`config.mk`:
```
export PLATFORM = sky130hd
export DESIGN_NAME = spiflash_shift_engine
export DESIGN_NICKNAME = d
export VERILOG_FILES = /design/src/rtl/spiflash_shift_engine.sv
export SDC_FILE = /design/constraint.sdc
export NUM_CORES = 1
export LEC_CHECK = 0
export BUFFER_PORTS_ARGS = -buffer_cell sky130_fd_sc_hd__buf_4
export CAP_MARGIN = 40
export CORE_ASPECT_RATIO = 1.5
export CORE_MARGIN = 10
export CORE_UTILIZATION = 30
export DETAILED_ROUTE_END_ITERATION = 6
export MAX_ROUTING_LAYER = met4
export PLACE_DENSITY = 0.51
export SYNTH_ARGS = -nofsm -noshare
export SYNTH_HDL_FRONTEND = slang
export SYNTH_SLANG_ARGS = --single-unit
```
`constraint.sdc`:
```
create_clock -name i_clk -period 2.13 [get_ports i_clk]
set_input_delay 0.426 -clock i_clk [delete_from_list [all_inputs] [get_ports i_clk]]
set_output_delay 0.426 -clock i_clk [all_outputs]
set_load 0.01 [all_outputs]
```
`src/rtl/spiflash_shift_engine.sv`:
```
// SPI mode-0 master byte engine: pops bytes from a show-ahead TX FIFO, shifts them out
// MSB-first, and optionally pushes the bytes captured on MISO into an RX FIFO.
module spiflash_shift_engine #(
  parameter int CLKDIV = 2,
  parameter int LENW   = 16
) (
  input  logic            i_clk,
  input  logic            i_reset,
  input  logic            i_start,
  input  logic [LENW-1:0] i_len,
  input  logic            i_rx_en,
  output logic            o_busy,
  output logic            o_done,
  output logic            o_tx_rd,
  input  logic [7:0]      i_tx_data,
  input  logic            i_tx_empty,
  output logic            o_rx_wr_en,
  output logic [7:0]      o_rx_data,
  input  logic            i_rx_full,
  output logic            o_sclk,
  output logic            o_cs_n,
  output logic            o_mosi,
  input  logic            i_miso
);

  localparam int DIV_W = $clog2(CLKDIV + 1);
  localparam logic [DIV_W-1:0] DIV_LAST = DIV_W'(CLKDIV - 1);

  typedef enum logic [2:0] {IDLE, SETUP, LOAD, SHIFT, HOLD} state_t;

  state_t            state_reg, state_next;
  logic [DIV_W-1:0]  div_cnt_reg, div_cnt_next;
  logic [2:0]        bit_cnt_reg, bit_cnt_next;
  logic [LENW-1:0]   byte_cnt_reg, byte_cnt_next;
  logic              rx_en_reg, rx_en_next;
  logic [7:0]        shift_reg, shift_next;
  logic [7:0]        cap_reg, cap_next;
  logic              busy_reg, busy_next;
  logic              done_reg, done_next;
  logic              tx_rd_reg, tx_rd_next;
  logic              rx_wr_reg, rx_wr_next;
  logic [7:0]        rx_data_reg, rx_data_next;
  logic              sclk_reg, sclk_next;
  logic              cs_n_reg, cs_n_next;
  logic              mosi_reg, mosi_next;
  logic              div_last;

  assign div_last = (div_cnt_reg == DIV_LAST);

  always_ff @(posedge i_clk) begin
    if (i_reset) begin
      state_reg    <= IDLE;
      div_cnt_reg  <= '0;
      bit_cnt_reg  <= '0;
      byte_cnt_reg <= '0;
      rx_en_reg    <= 1'b0;
      shift_reg    <= '0;
      cap_reg      <= '0;
      busy_reg     <= 1'b0;
      done_reg     <= 1'b0;
      tx_rd_reg    <= 1'b0;
      rx_wr_reg    <= 1'b0;
      rx_data_reg  <= '0;
      sclk_reg     <= 1'b0;
      cs_n_reg     <= 1'b1;
      mosi_reg     <= 1'b0;
    end else begin
      state_reg    <= state_next;
      div_cnt_reg  <= div_cnt_next;
      bit_cnt_reg  <= bit_cnt_next;
      byte_cnt_reg <= byte_cnt_next;
      rx_en_reg    <= rx_en_next;
      shift_reg    <= shift_next;
      cap_reg      <= cap_next;
      busy_reg     <= busy_next;
      done_reg     <= done_next;
      tx_rd_reg    <= tx_rd_next;
      rx_wr_reg    <= rx_wr_next;
      rx_data_reg  <= rx_data_next;
      sclk_reg     <= sclk_next;
      cs_n_reg     <= cs_n_next;
      mosi_reg     <= mosi_next;
    end
  end

  always_comb begin
    state_next    = state_reg;
    div_cnt_next  = div_cnt_reg;
    bit_cnt_next  = bit_cnt_reg;
    byte_cnt_next = byte_cnt_reg;
    rx_en_next    = rx_en_reg;
    shift_next    = shift_reg;
    cap_next      = cap_reg;
    busy_next     = busy_reg;
    done_next     = 1'b0;
    tx_rd_next    = 1'b0;
    rx_wr_next    = 1'b0;
    rx_data_next  = rx_data_reg;
    sclk_next     = sclk_reg;
    cs_n_next     = cs_n_reg;
    mosi_next     = mosi_reg;

    case (state_reg)
      IDLE: begin
        div_cnt_next = '0;
        // The done cycle itself is not an accept slot; a start is taken the cycle after.
        if (i_start && (i_len != '0) && !done_reg) begin
          byte_cnt_next = i_len;
          rx_en_next    = i_rx_en;
          cs_n_next     = 1'b0;
          busy_next     = 1'b1;
          state_next    = SETUP;
        end
      end
      SETUP: begin
        if (div_last) begin
          div_cnt_next = '0;
          state_next   = LOAD;
        end else begin
          div_cnt_next = div_cnt_reg + DIV_W'(1);
        end
      end
      LOAD: begin
        // RX space is reserved here so the push at the end of the byte can never overflow.
        if (!i_tx_empty && !(rx_en_reg && i_rx_full)) begin
          tx_rd_next   = 1'b1;
          shift_next   = i_tx_data;
          mosi_next    = i_tx_data[7];
          bit_cnt_next = 3'd7;
          div_cnt_next = '0;
          state_next   = SHIFT;
        end
      end
      SHIFT: begin
        if (!div_last) begin
          div_cnt_next = div_cnt_reg + DIV_W'(1);
        end else begin
          div_cnt_next = '0;
          if (!sclk_reg) begin
            sclk_next = 1'b1;
            cap_next  = {cap_reg[6:0], i_miso};
          end else begin
            sclk_next = 1'b0;
            if (bit_cnt_reg == 3'd0) begin
              rx_wr_next    = rx_en_reg;
              rx_data_next  = cap_reg;
              byte_cnt_next = byte_cnt_reg - LENW'(1);
              state_next    = (byte_cnt_reg == LENW'(1)) ? HOLD : LOAD;
            end else begin
              bit_cnt_next = bit_cnt_reg - 3'd1;
              shift_next   = {shift_reg[6:0], 1'b0};
              mosi_next    = shift_reg[6];
            end
          end
        end
      end
      HOLD: begin
        if (div_last) begin
          div_cnt_next = '0;
          cs_n_next    = 1'b1;
          mosi_next    = 1'b0;
          busy_next    = 1'b0;
          done_next    = 1'b1;
          state_next   = IDLE;
        end else begin
          div_cnt_next = div_cnt_reg + DIV_W'(1);
        end
      end
      default: state_next = IDLE;
    endcase
  end

  assign o_busy     = busy_reg;
  assign o_done     = done_reg;
  assign o_tx_rd    = tx_rd_reg;
  assign o_rx_wr_en = rx_wr_reg;
  assign o_rx_data  = rx_data_reg;
  assign o_sclk     = sclk_reg;
  assign o_cs_n     = cs_n_reg;
  assign o_mosi     = mosi_reg;

endmodule

```
* Word level (Yosys, flattened, before mapping)
Index checks and enable logic that the tools add are counted.
Widths: inputs -> output; s select.
** Word-level totals
- Register bits :: 55
- Input port bits :: 31
- Output and inout port bits :: 15
- Logic and storage cells :: 108
** Cells by class
- $add $sub $neg :: 3
- Equal/unequal tests :: 14
- Muxes and demuxes :: 41
- Bitwise logic cells :: 6
- Reductions and logical operators :: 29
** Operators with widths (count)
- $mux 16 :: 4
- $mux 3 :: 12
- $pmux 16 s2 :: 1
- $mux 7 :: 4
- $eq 16x1->1 const B :: 1
- $ne 2x2->1 const B :: 8
- $reduce_bool 16->1 :: 1
- $sub 16x1->16 const B :: 1
- $pmux 3 s5 :: 1
- $pmux 7 s2 :: 1
- $mux 1 :: 11
- $reduce_and 5->1 :: 2
- $reduce_and 7->1 :: 1
- $eq 3x2->1 const B :: 2
- $logic_not 3->1 :: 2
- $not 1->1 :: 6
- $pmux 2 s3 :: 1
- $pmux 3 s2 :: 1
- $reduce_and 2->1 :: 3
- $reduce_and 3->1 :: 2
- $reduce_and 6->1 :: 1
- $reduce_bool 2->1 :: 3
- $reduce_bool 3->1 :: 2
- $reduce_or 5->1 :: 1
- other kinds (13) :: 21

* Logic depth before layout (Yosys ltp)
- Depth in word-level cells :: 6
- Mapped depth :: 9
- Depth with buffers taken out :: 7

* Least setup slack after synthesis
No wires, ideal clock.
- Path type :: register -> register
- From :: reg byte_cnt_reg[8]
- To :: reg state_reg[1]
- Library setup time :: 0.135 ns
- Arrival :: 1.990 ns
- Required time :: 1.995 ns
- Setup slack :: 0.004 ns
- Cell stages (with the launch flop) :: 6
- Buffers on the path :: 0
- Clock period less this slack :: 2.126 ns
- Cell sequence :: dfxtp_1 or4_4 or4_4 or4_4 a21boi_1 a211oi_1
** On the way
- Word-level cells in the longest chain between the ends :: 6
** RTL lines
- start: declaration :: line 34 : logic [LENW-1:0] byte_cnt_reg, byte_cnt_next;
- start signal: assignment :: line 71 : byte_cnt_reg <= byte_cnt_next;
- $eq 16x1->1 :: line 148 : state_next = (byte_cnt_reg == LENW'(1)) ? HOLD : LOAD;
- $mux 3 :: line 148
- $mux 3 :: line 144 : if (bit_cnt_reg == 3'd0) begin
- $mux 3 :: line 139 : if (!sclk_reg) begin
- $mux 3 :: line 135 : if (!div_last) begin
- $pmux 3 s5 :: line 103 : case (state_reg)
- end signal: assignment :: line 68 : state_reg <= state_next;
- end: declaration :: line 31 : state_t state_reg, state_next;
No other way between the ends. The select of a mux whose other input is x is not followed.
A chain may end at the register's enable or synchronous reset.

* Worst setup path after layout
- From :: reg byte_cnt_reg[11]
- To :: reg state_reg[1]
Same word-level chain as after synthesis.

==> results by stage <==
Clock network:
- In this run the deepest clock path goes through 2 buffers.
- The number of clock buffers added by TritonCTS is 5.
- After clock tree synthesis, the clock-pin slew on the worst setup and hold paths is 70 ps.
- The total number of clock tree sinks is 55.
- The master cell of the clock root buffer is sky130_fd_sc_hd__clkbuf_16.
- In this run, post-CTS hold repair placed 0 buffers.
- The TritonCTS clock tree is built.
- In this run the number of H-tree levels came out at 2.
- The clock insertion delay at the later pin of the skew report is 290 ps.
- The count of buffers added by post-CTS timing repair for setup is 0.

STA:
- The number of hold-slack violations in the final timing report is 0.
- Setup violations remaining at the end of the flow were counted as 0.
- The shortest period the worst path allows is 2120 ps.
- The final max-slew violation count is 0.
- The maximum clock skew at final layout is 4.95 ps.
- At the pin with the least slew margin, the transition time is 610 ps.
- Setup total negative slack on the finished layout was measured at 0 ps.
- Across all hold checks on the routed design, the worst slack comes to 362 ps.
- The worst relative slew slack is 59.3%.
- The final critical path takes up 99.7% of the cycle.
- Setup repair after global routing could not meet its margin everywhere.
- Static timing analysis puts the maximum clock frequency at 0.471 GHz.

Die:
- After floorplanning, the core was sized to cover 8520 um^2.
- From left edge to right edge, the die measures 96.7 um.
- For this design the top-level I/O count stands at 46.
- The initial utilization of the core area, before any placement, comes to 31.1%.
- The die footprint is 13100 um^2.
- The vertical die dimension is 135 um.
- After floorplanning, the core was divided into 41 placement rows.

Logic synthesis:
- Among all flip-flop cells after synthesis, the most frequent one is sky130_fd_sc_hd__dfxtp_1.
- The most frequent cell after synthesis is sky130_fd_sc_hd__dfxtp_1.
- Dividing the synthesized area by the synthesized cell count gives 8.26 um^2.
- Counting every instance in the synthesized netlist gives 321.
- The cell area after synthesis is 2650 um^2.
- Yosys printed 0 warnings.
- By area the synthesized netlist is led by sky130_fd_sc_hd__dfxtp_1 (42%), sky130_fd_sc_hd__mux2i_1 (6.4%), sky130_fd_sc_hd__nor2_1 (6.2%).
- The share of synthesized area in the top cell type comes to 41.5%.
- The number of different library cells used by synthesis comes to 50.
- The net count after synthesis is 356.
- In the synthesized netlist, the cells that appear most often are sky130_fd_sc_hd__dfxtp_1 (55), sky130_fd_sc_hd__nor2_1 (44), sky130_fd_sc_hd__nand2_1 (32).
- The number of flops mapped to enable cells by yosys is 0.
- Summing the sequential cell areas from Yosys gives 41.5% of the chip area.
- The post-synthesis cell type with the largest combined area is sky130_fd_sc_hd__dfxtp_1.
- In the synthesized netlist the async set-or-reset flop fraction comes to 0%.
- After synthesis the netlist holds a flip-flop and latch count of 55.

Critical path:
- The endpoint arrival time on the critical path is 2280 ps.
- STA classifies the critical path startpoint as a flip-flop.
- The required time of the critical path is 2290 ps.
- The worst setup path is captured at a flip-flop.
- The largest fanout of any net on the critical path is 2.
- The critical path is of the flip-flop to flip-flop type.

Placed design:
- The congestion estimate from routability-driven global placement came to 0.855.
- Buffers placed on the I/O ports in this run total 45.
- The placed wire-length estimate after detailed placement is 5280 um.

Outcome:
- The run finished with clean final reports.

Global routing:
- Global routing used 2.25% of the available met3 tracks.
- The largest net degree at the start of global routing is 60.
- For this run, global-route usage on met2 was measured as 18.9%.
- The busiest layer in global routing is met2.
- The aggregate global-route resource usage is 10.9%.
- The sum of overflow across all layers after global routing is 0.
- The global-route wire length before repair is 11600 um.
- Global routing used 12.1% of the available met1 tracks.
- The via count of the first global-routing pass is 2446.
- The initial antenna violation count is 0.

Drt:
- Wires add up to 7040 um.
- The iteration-0 DRC count of the detailed router is 91.
- After detailed routing, the number of remaining DRC violations is 0.
- The detail route stage leaves a number of antenna-violating nets equal to 0.
- The via count is 2461.
- The first TritonRoute pass finished after 4 iterations.
- The average via count per standard cell is 5.07.
- The routed wirelength normalized by instance count is 14.5 um.

Finish:
- The net total in the final layout is 412.
- The fraction of final layout cells sized beyond drive strength 1 is 23.8%.
- The total inserted antenna cells is 0.
- The utilization after layout is 40.4%.
- The signed area change from the synthesized netlist to the final layout is 29.8%.
- The number of flip-flops in the largest register is 16.

Power:
- The power per cell area is 788 nW/um^2.
- Total power for the finished layout comes to 2.71 mW.
- The worst-case IR drop observed on VDD is 0.000425 V.
- In this run the static leakage power is 1.35 nW.

Run:
- The tool flagged a number of max-cap violations equal to 0.

Hold path:
- The worst hold path belongs to the class input pin to flip-flop.
-- worst max-delay path: stages (launching register included) --
cell	delay (ps)
sky130_fd_sc_hd__dfxtp_2	320
sky130_fd_sc_hd__or4_4	530
sky130_fd_sc_hd__or4_4	430
sky130_fd_sc_hd__or4_4	510
sky130_fd_sc_hd__a21boi_2	150
sky130_fd_sc_hd__a211oi_2	50
-- cell usage in the layout, fill, tap and decap left out, types with 2 or more instances in the layout --
cell / instances
sky130_fd_sc_hd__nand2b_1: 4
sky130_fd_sc_hd__o31ai_1: 5
sky130_fd_sc_hd__nand3b_1: 3
sky130_fd_sc_hd__buf_4: 69
sky130_fd_sc_hd__and3b_1: 2
sky130_fd_sc_hd__bufinv_16: 2
sky130_fd_sc_hd__a21oi_1: 26
sky130_fd_sc_hd__o21a_1: 3
sky130_fd_sc_hd__nor2_1: 44
sky130_fd_sc_hd__a222oi_1: 6
sky130_fd_sc_hd__nor3_1: 6
sky130_fd_sc_hd__mux2i_1: 17
sky130_fd_sc_hd__a221o_1: 2
sky130_fd_sc_hd__a211oi_1: 2
sky130_fd_sc_hd__nor3_2: 2
sky130_fd_sc_hd__inv_1: 8
sky130_fd_sc_hd__and3_1: 3
sky130_fd_sc_hd__nor4_1: 5
sky130_fd_sc_hd__or3_1: 3
sky130_fd_sc_hd__nand3_1: 10
sky130_fd_sc_hd__nor2b_1: 5
sky130_fd_sc_hd__dfxtp_1: 54
sky130_fd_sc_hd__ha_1: 4
sky130_fd_sc_hd__clkbuf_16: 5
sky130_fd_sc_hd__a21o_1: 4
sky130_fd_sc_hd__a31oi_1: 3
sky130_fd_sc_hd__nand2_1: 32
sky130_fd_sc_hd__or4_4: 3
sky130_fd_sc_hd__o21ai_0: 21
-- metrics by stage --
stage | cell area, um^2 | setup slack [ps] | std cells
CTS | 3420 | 4.70 | 485
global placement | 3220 | 14.3 | 476
global route | 3440 | -49.4 | 485
finish | 3440 | 5.87 | 485
floorplan | 2650 | 4.49 | 321
detailed placement | 3230 | -46.7 | 477
-- final cells by class --
type | count | area (um^2)
Sequential cell | 55 | 1100
Clock inverter | 3 | 67.6
Clock buffer | 5 | 125
Tap cell | 107 | 134
Inverter | 8 | 30.0
Fill cell | 909 | 5070
Multi-Input combinational cell | 238 | 1460
Timing Repair Buffer | 69 | 518
-- where the power goes --
part / internal [mW] / leakage [nW] / switching [mW]
clock: 0.674 / 0.0900 / 0.380
combinational: 0.241 / 0.810 / 0.295
sequential: 1.08 / 0.447 / 0.0400
-- layer usage --
| metal | routed length, um | up-vias |
|---|---|---|
| met2 | 3630 | 41 |
| met3 | 184 | 5 |
| li1 | - | 1269 |
| met4 | 92 | 0 |
| met5 | 0 | - |
| met1 | 3130 | 1146 |
-- path summary, 6_finish.rpt --
check | start | slack [ps] | to | cells after the start
setup / recovery | byte_cnt_reg[11] | 6 | state_reg[1] | 5
hold / removal | i_miso | 360 | cap_reg[0] | 3
setup reg to reg | byte_cnt_reg[11] | 6 | state_reg[1] | 5
hold reg to reg | o_busy | 460 | o_busy | 2
-- timing repair --
item | CTS | global route
endpoints found under the setup margin | 1 | 25
pin swaps | 1 | 1
gates resized for setup | 0 | 4
-- logic make-up after synthesis --
family          synth area share, %
buf+inv                        4.11
compound gates                 21.2
flops                          41.5
simple gates                   24.2
fa+ha+maj                      1.89
mux                            6.42
xor+xnor                      0.661
(Power assumes the default switching activity.)
